<file path="src/rtl/opb_register_simulink2ppc_snap.sv">
// OPB slave readback register: fabric pushes a 32-bit word, the PowerPC polls it over OPB.
// Latency: Sl_xferAck one cycle after the first hitting select cycle; capture takes one cycle.
// Backpressure: none on OPB; user_new mirrors the new-data flag so fabric can hold off.
module opb_register_simulink2ppc_snap #(
  parameter logic [31:0] C_BASEADDR   = 32'h01025000,
  parameter logic [31:0] C_HIGHADDR   = 32'h010250FF,
  parameter int          C_OPB_AWIDTH = 32,
  parameter int          C_OPB_DWIDTH = 32,
  parameter logic [63:0] C_FAMILY     = "virtex6"
) (
  input  logic                    OPB_Clk,
  input  logic                    OPB_Rst_n,
  input  logic [0:C_OPB_AWIDTH-1] OPB_ABus,
  input  logic [0:3]              OPB_BE,
  input  logic [0:C_OPB_DWIDTH-1] OPB_DBus,
  input  logic                    OPB_RNW,
  input  logic                    OPB_select,
  input  logic                    OPB_seqAddr,
  output logic [0:C_OPB_DWIDTH-1] Sl_DBus,
  output logic                    Sl_errAck,
  output logic                    Sl_retry,
  output logic                    Sl_toutSup,
  output logic                    Sl_xferAck,
  input  logic [31:0]             user_data_in,
  input  logic                    user_data_valid,
  output logic                    user_new
);

  typedef enum logic [1:0] {S_IDLE, S_ACK, S_WAIT} state_t;

  state_t      r_state;
  logic        r_ack;
  logic [31:0] r_dbus;
  logic        r_rnw;
  logic [1:0]  r_off;
  logic [31:0] r_data;
  logic        r_new;
  logic        r_freeze;
  logic [15:0] r_ovf;

  logic        w_hit;
  logic [1:0]  w_off;
  logic        w_start;
  logic        w_ctrl_wr;
  logic        w_wfreeze;
  logic        w_wclr;
  logic        w_cap;
  logic        w_data_rd_ack;
  logic [31:0] w_rd_val;
  logic        w_unused;

  // OPB is big-endian: bit 0 is the MSB, so ABus[28:29] are numeric address bits 3:2
  // and DBus[30:31] are register bits 1:0 (the byte lane covered by BE[3]).
  assign w_hit     = OPB_select && (OPB_ABus >= C_BASEADDR) && (OPB_ABus <= C_HIGHADDR);
  assign w_off     = OPB_ABus[28:29];
  assign w_start   = (r_state == S_IDLE) && w_hit;
  assign w_ctrl_wr = w_start && !OPB_RNW && (w_off == 2'd2) && OPB_BE[3];
  assign w_wfreeze = OPB_DBus[30];
  assign w_wclr    = OPB_DBus[31];

  // Freeze is the registered value, so a freeze written this cycle only blocks next cycle.
  assign w_cap         = user_data_valid && !r_freeze;
  assign w_data_rd_ack = (r_state == S_ACK) && r_rnw && (r_off == 2'd0);

  // Read mux, sampled into the output register at the IDLE->ACK edge
  always_comb begin
    w_rd_val = 32'h0;
    case (w_off)
      2'd0:    w_rd_val = r_data;
      2'd1:    w_rd_val = {r_ovf, 14'h0, r_freeze, r_new};
      2'd2:    w_rd_val = {30'h0, r_freeze, 1'b0};
      default: w_rd_val = 32'h0;
    endcase
  end

  // Bus FSM: one ack per select assertion, read data driven only during the ack cycle
  always_ff @(posedge OPB_Clk) begin
    if (!OPB_Rst_n) begin
      r_state <= S_IDLE;
      r_ack   <= 1'b0;
      r_dbus  <= 32'h0;
      r_rnw   <= 1'b0;
      r_off   <= 2'd0;
    end else begin
      case (r_state)
        S_IDLE: begin
          if (w_hit) begin
            r_state <= S_ACK;
            r_ack   <= 1'b1;
            r_rnw   <= OPB_RNW;
            r_off   <= w_off;
            r_dbus  <= OPB_RNW ? w_rd_val : 32'h0;
          end
        end
        S_ACK: begin
          r_state <= S_WAIT;
          r_ack   <= 1'b0;
          r_dbus  <= 32'h0;
        end
        S_WAIT: begin
          if (!OPB_select) r_state <= S_IDLE;
        end
        default: begin
          r_state <= S_IDLE;
          r_ack   <= 1'b0;
          r_dbus  <= 32'h0;
        end
      endcase
    end
  end

  // Data capture, new flag, freeze control and saturating overrun counter
  always_ff @(posedge OPB_Clk) begin
    if (!OPB_Rst_n) begin
      r_data   <= 32'h0;
      r_new    <= 1'b0;
      r_freeze <= 1'b0;
      r_ovf    <= 16'h0;
    end else begin
      // A capture landing on the DATA-read ack keeps new set: the fresh word is still unread.
      if (w_cap) begin
        r_data <= user_data_in;
        r_new  <= 1'b1;
      end else if (w_data_rd_ack) begin
        r_new  <= 1'b0;
      end
      if (w_ctrl_wr) r_freeze <= w_wfreeze;
      // Software clear beats a coincident overrun; an overrun needs an unread, unconsumed word.
      if (w_ctrl_wr && w_wclr) begin
        r_ovf <= 16'h0;
      end else if (w_cap && r_new && !w_data_rd_ack && (r_ovf != 16'hFFFF)) begin
        r_ovf <= r_ovf + 16'h1;
      end
    end
  end

  assign Sl_DBus    = r_dbus;
  assign Sl_xferAck = r_ack;
  assign Sl_errAck  = 1'b0;
  assign Sl_retry   = 1'b0;
  assign Sl_toutSup = 1'b0;
  assign user_new   = r_new;

  // Inputs that carry no function here (only CTRL bits 1:0 are writable)
  assign w_unused = ^{OPB_seqAddr, OPB_DBus[0:29], OPB_BE[0:2], C_FAMILY};

endmodule
</file>
<file path="config.mk">
export PLATFORM = sky130hd
export DESIGN_NAME = opb_register_simulink2ppc_snap
export DESIGN_NICKNAME = d
export VERILOG_FILES = /design/src/rtl/opb_register_simulink2ppc_snap.sv
export SDC_FILE = /design/constraint.sdc
export NUM_CORES = 1
export LEC_CHECK = 0
export BUFFER_PORTS_ARGS = -buffer_cell sky130_fd_sc_hd__clkbuf_2
export CAP_MARGIN = 5
export CELL_PAD_IN_SITES_DETAIL_PLACEMENT = 0
export CELL_PAD_IN_SITES_GLOBAL_PLACEMENT = 1
export CORE_AREA = 2 2 101 103
export DETAILED_ROUTE_END_ITERATION = 8
export DIE_AREA = 0 0 103 105
export PLACE_DENSITY_LB_ADDON = 0.1
export SYNTH_ARGS = -nofsm -noshare
export SYNTH_HDL_FRONTEND = slang
export SYNTH_SLANG_ARGS = --single-unit
</file>
<file path="constraint.sdc">
create_clock -name OPB_Clk -period 3.5 [get_ports OPB_Clk]
set_input_delay 0.175 -clock OPB_Clk [delete_from_list [all_inputs] [get_ports OPB_Clk]]
set_output_delay 0.175 -clock OPB_Clk [all_outputs]
set_load 0.05 [all_outputs]
</file>
# After elaboration in Yosys (flattened, before gate mapping)

Cells that the tools add are included.

Flip-flop bits (word level): 88
Bits of input ports: 106
Output and inout bits: 37
Logic and storage cells: 56

Add/sub/neg operators: 1
$lt $le $gt $ge: 2
Equality and inequality tests: 7
Multiplexer cells: 11
Bitwise gates (word level): 2
Reduce and logical (&&, ||, !) cells: 24

Operators with widths:

| cell                                                                    | count |
|---|---|
| 32-bit case mux with 3 select lines                                     | 1 |
| 32-bit two-way mux                                                      | 2 |
| 32-bit case mux with 2 select lines                                     | 1 |
| 32-bit by 25-bit >= comparator with 1-bit output, second input constant | 1 |
| 32-bit by 25-bit <= comparator with 1-bit output, second input constant | 1 |
| 16-bit by 1-bit adder with 16-bit output, second input constant         | 1 |
| 16-bit inequality test, second input constant                           | 1 |
| 1-bit logical AND                                                       | 13 |
| 2-bit logical NOT                                                       | 3 |
| 2-bit case mux with 3 select lines                                      | 1 |
| 2-bit AND reduction                                                     | 3 |
| 2-bit by 1-bit equality test with 1-bit output, second input constant   | 2 |
| 2-bit equality test, second input constant                              | 2 |
| 2-bit two-way mux                                                       | 2 |
| 2-bit inequality test, second input constant                            | 2 |
| 1-bit logical NOT                                                       | 3 |
| 1-bit two-way mux                                                       | 3 |
| 1-bit inverter                                                          | 2 |
| 1-bit case mux with 2 select lines                                      | 1 |
| 2-bit nonzero test                                                      | 1 |
| 2-bit OR reduction                                                      | 1 |

# Logic depth before layout (Yosys ltp)

Depth in word-level cells: 9
Depth in mapped cells: 7
Depth with buffers taken out: 6

# Worst setup path after synthesis

OpenSTA, ideal clock, no wires.

Path type: flip-flop to flip-flop
Start point: register r_new (netlist: user_new)
End point: register r_ovf[13]
Library setup time: 0.070 ns
Arrival time: 1.958 ns
Required time: 3.430 ns
Slack: 1.472 ns
Cell stages (with the launch flop): 6
Clock period less this slack: 2.028 ns
Cell sequence: dfxtp_1 -> inv_1 -> a211o_1 -> or3_1 -> or4_1 -> a21oi_1

Longest elaborated chain between the ends: 3

Ends and longest elaborated chain:

| what                            | line | source |
|---|---|---|
| start: declaration              | 37   | `logic r_new;` |
| start signal: assignment        | 116  | `r_new <= 1'b0;` |
| start signal: assignment        | 123  | `r_new <= 1'b1;` |
| start signal: assignment        | 125  | `r_new <= 1'b0;` |
| 1-bit logical AND (3 in series) | 131  | `end else if (w_cap && r_new && !w_data_rd_ack && (r_ovf != 16'hFFFF)) begin` |
| end signal: assignment          | 132  | `r_ovf <= r_ovf + 16'h1;` |
| end: declaration                | 39   | `logic [15:0] r_ovf;` |

Every way passes these cells.
A chain may end at the register's enable or synchronous reset.

# Final worst setup path

Start point: register r_state[1]
End point: register r_dbus[13] (netlist: Sl_DBus[18])

Longest elaborated chain between the ends: 3
Elaborated cells on any way between the ends: 6
Those cells by class: 2 x eq/ne; 1 x mux; 1 x bitwise; 2 x reduce/logical

Ends and longest elaborated chain:

| what                                                                     | line | source |
|---|---|---|
| start: declaration                                                       | 31   | `state_t r_state;` |
| start signal: assignment                                                 | 79   | `r_state <= S_IDLE;` |
| start signal: assignment                                                 | 88   | `r_state <= S_ACK;` |
| start signal: assignment                                                 | 96   | `r_state <= S_WAIT;` |
| 2-bit logical NOT / 2-bit equality test (equally long branches)          | 85   | `case (r_state)` |
| 2-bit inequality test (no line) / 1-bit inverter (equally long branches) | -    |  |
| 2-bit AND reduction (no line)                                            | -    |  |
| end signal: assignment                                                   | 92   | `r_dbus <= OPB_RNW ? w_rd_val : 32'h0;` |
| end: declaration                                                         | 33   | `logic [31:0] r_dbus;` |

Parallel ways exist; a longest one is shown, timed or not.

==> impl_metrics.yaml <==
power_and_ir_drop:
  switching_share_pct: 23.8
  p_leak_nw: 1.81
  combPwrFrac_pct: 7.4
  power_mw: 1.98
  switchingPower_mw: 0.472
  p_int_mw: 1.51
  power.density_mw_per_mm2: 446
  clkPwrFrac_pct: 40.4
  seq_power_share_pct: 52.2
  peakVddDrop_mv: 0.182
timing:
  slew_headroom_pct: 42.7
  setup_tns_ns: 0
  period_needed_ns: 2.21
  post-route-period-util_pct: 63.0
  fin_ws_ns: 1.29
  slew_violations: 0
  skew_ns: 0.0126
  clock.fmax_ghz: 0.453
  hold_viol_final: 0
  whs_ns: 0.0305
  tightestPinTransition_ns: 0.855
  rsz0062_at_grt: "false"
  setup_viol: 0
outcome:
  run_status: "completed"
final_layout:
  multi_input_comb_area_mm2: 0.00169
  drive_gt1_share_pct: 29.8
  design_area_mm2: 0.00445
  seq_area_mm2: 0.00176
  nets: 592
  final_common_cell: "clkbuf_2"
  final_cell_mix: "clkbuf_2, dfxtp_1, nand2_1, a21oi_1"
  fin_cells: 623
  n_antenna_cell: 0
  fill_cells: 1012
  area_growth_syn_to_layout_pct: 22.3
  utilization_pct: 46.1
clock_tree:
  hold_buffers: 0
  clk_latency_ns: 0.35
  clk_path_buf_depth: 2
  cts_tree: "yes"
  cts_resized: 0
  cts_sinks: 88
  clkTransAtPathRegs_ns: 0.09
  htreeDepth: 3
  cts_setup_buffers: 0
  numCtsBuffers: 9
  root_buffer: "clkbuf_8"
hold_path:
  hold_start: "user_data_in[7]"
  hold_end: "r_data[7]"
  whs_path_depth: 3
  hp-class: "in2reg"
critical_path:
  required_ns: 3.79
  regToRegStartpoint: "r_state[1]"
  worst-r2r-setup-slack_ns: 1.29
  critPathKind: "reg2reg"
  worstPathArrival_ns: 2.49
  reg2reg_to: "Sl_DBus[18]"
  worstSetupStartpointType: "register"
  crit_fanout: 18
  cp-end-kind: "register"
  r2r_cells: 6
  cp-startpoint: "r_state[1]"
placement:
  globalplace.congestion: 0.720
  hpwl_um: 6060
  dp_cells: 607
  placed_cell_area_mm2: 0.00422
  dp_slack_ns: 0.917
  port_buffers: 105
route:
  ant_nets: 0
  drt_iter0_markers: 65
  drc: 0
  num_vias: 3082
  wire_per_inst_um: 14.1
  first_pass_iters: 5
  drt_wl_total_um: 8810
  vias_per_cell: 4.95
floorplanning:
  dieArea_mm2: 0.0108
  fp.dieW_um: 103
  die_h_um: 105
  io_pins: 143
  start_util_pct: 37.7
  core_area_mm2: 0.00964
  num_rows: 36
job:
  max_cap_viol_count: 0
synthesis:
  synth-main-ff-cell: "dfxtp_1"
  yosysWarnings: 0
  syn_inst: 388
  avgSynthCellArea_um2: 9.37
  netlist_area_mm2: 0.00364
  ys_seq_area_share_pct: 48.4
  ys_seq_elements: 88
  synth-edff-count: 0
  ys_types: 46
  ys_async_sr_fraction_pct: 0
global_route:
  antenna_found_initial: 0
  track_usage_pct: 16.6
  grt_max_degree: 41
  first_global_vias: 2930
  grt_overflow: 0
  grt_pass1_wl_um: 14200
## registers in the layout (all words and copies together) (netlist names)
| name | cells |
|---|---|
| Sl_DBus | 32 |
| r_data | 32 |
| r_ovf | 16 |
| r_off | 2 |
| r_state | 2 |
| Sl_xferAck | 1 |
| r_freeze | 1 |
| r_rnw | 1 |
| user_new | 1 |
## power groups by stage
stage               Sequential, mW  Clock, mW  Combinational, mW
floorplan                     1.06          0             0.0878
global placement              1.06          0              0.149
detailed placement            1.06          0              0.150
CTS                           1.03      0.827              0.150
global route                  1.04      0.860              0.165
finish                        1.03      0.800              0.147
## logic make-up after synthesis
family	Yosys count	share of synthesized area, %
AOI/OAI and AO/OA	88	17.2
xor gates and xnor gates	13	3.13
adders and majority gates	1	0.344
buffers and inverters	34	5.26
DFF	88	48.4
muxes	18	4.95
other	1	0.103
and+or+nand+nor	145	20.6
## layout make-up
| cell class | count | area share (%) |
|---|---|---|
| sequential | 88 | 39.6 |
| inverter | 7 | 0.591 |
| multi-input combinational | 268 | 38.1 |
| timing repair buffer | 111 | 12.8 |
| clock buffer | 10 | 3.10 |
| tap | 133 | 3.74 |
| clock inverter | 6 | 2.03 |
## synthesized netlist by cell type, types with 2 or more instances
master	number	area [um^2]
nand3_1	9	45.0
buf_4	4	30.0
nor4b_1	4	35.0
buf_6	5	56.3
inv_1	7	26.3
a21oi_1	41	205
o21ai_0	5	25.0
and4_1	3	26.3
nor2_1	18	67.6
clkbuf_1	15	56.3
nand4_1	8	50.1
xnor2_1	11	96.3
nor4bb_1	2	20.0
nand2_1	74	278
xor2_1	2	17.5
a22o_1	6	52.6
o2bb2ai_1	17	149
mux2i_1	18	180
o31ai_1	4	30.0
dfxtp_1	88	1760
a22o_2	9	90.1
or4_1	2	15.0
nand2b_1	2	12.5
nor4_1	12	75.1
## how the worst max path moves through the flow
stage,end
after floorplan,r_ovf[13]
after global placement,Sl_DBus[24]
after detailed placement,Sl_DBus[25]
after CTS,Sl_DBus[25]
after global routing,Sl_DBus[18]
final,Sl_DBus[18]
## layer usage
layer  part of all wire [%]  wire [um]  GRT usage (%)
met1                     49       4320           22.5
met5                      0          0              0
met3                    5.5        487           3.75
met4                    1.1         93           5.08
met2                     44       3910           26.1
## worst max-delay path, stage by stage, from the launching register on
cell     delay, ns
dfxtp_1       0.39
nor4b_1       0.07
and3_2        0.20
and4_1        0.33
nor3_4        0.60
buf_4         0.37
a22o_2        0.18
Note: power is estimated with default switching activity, not from simulation.
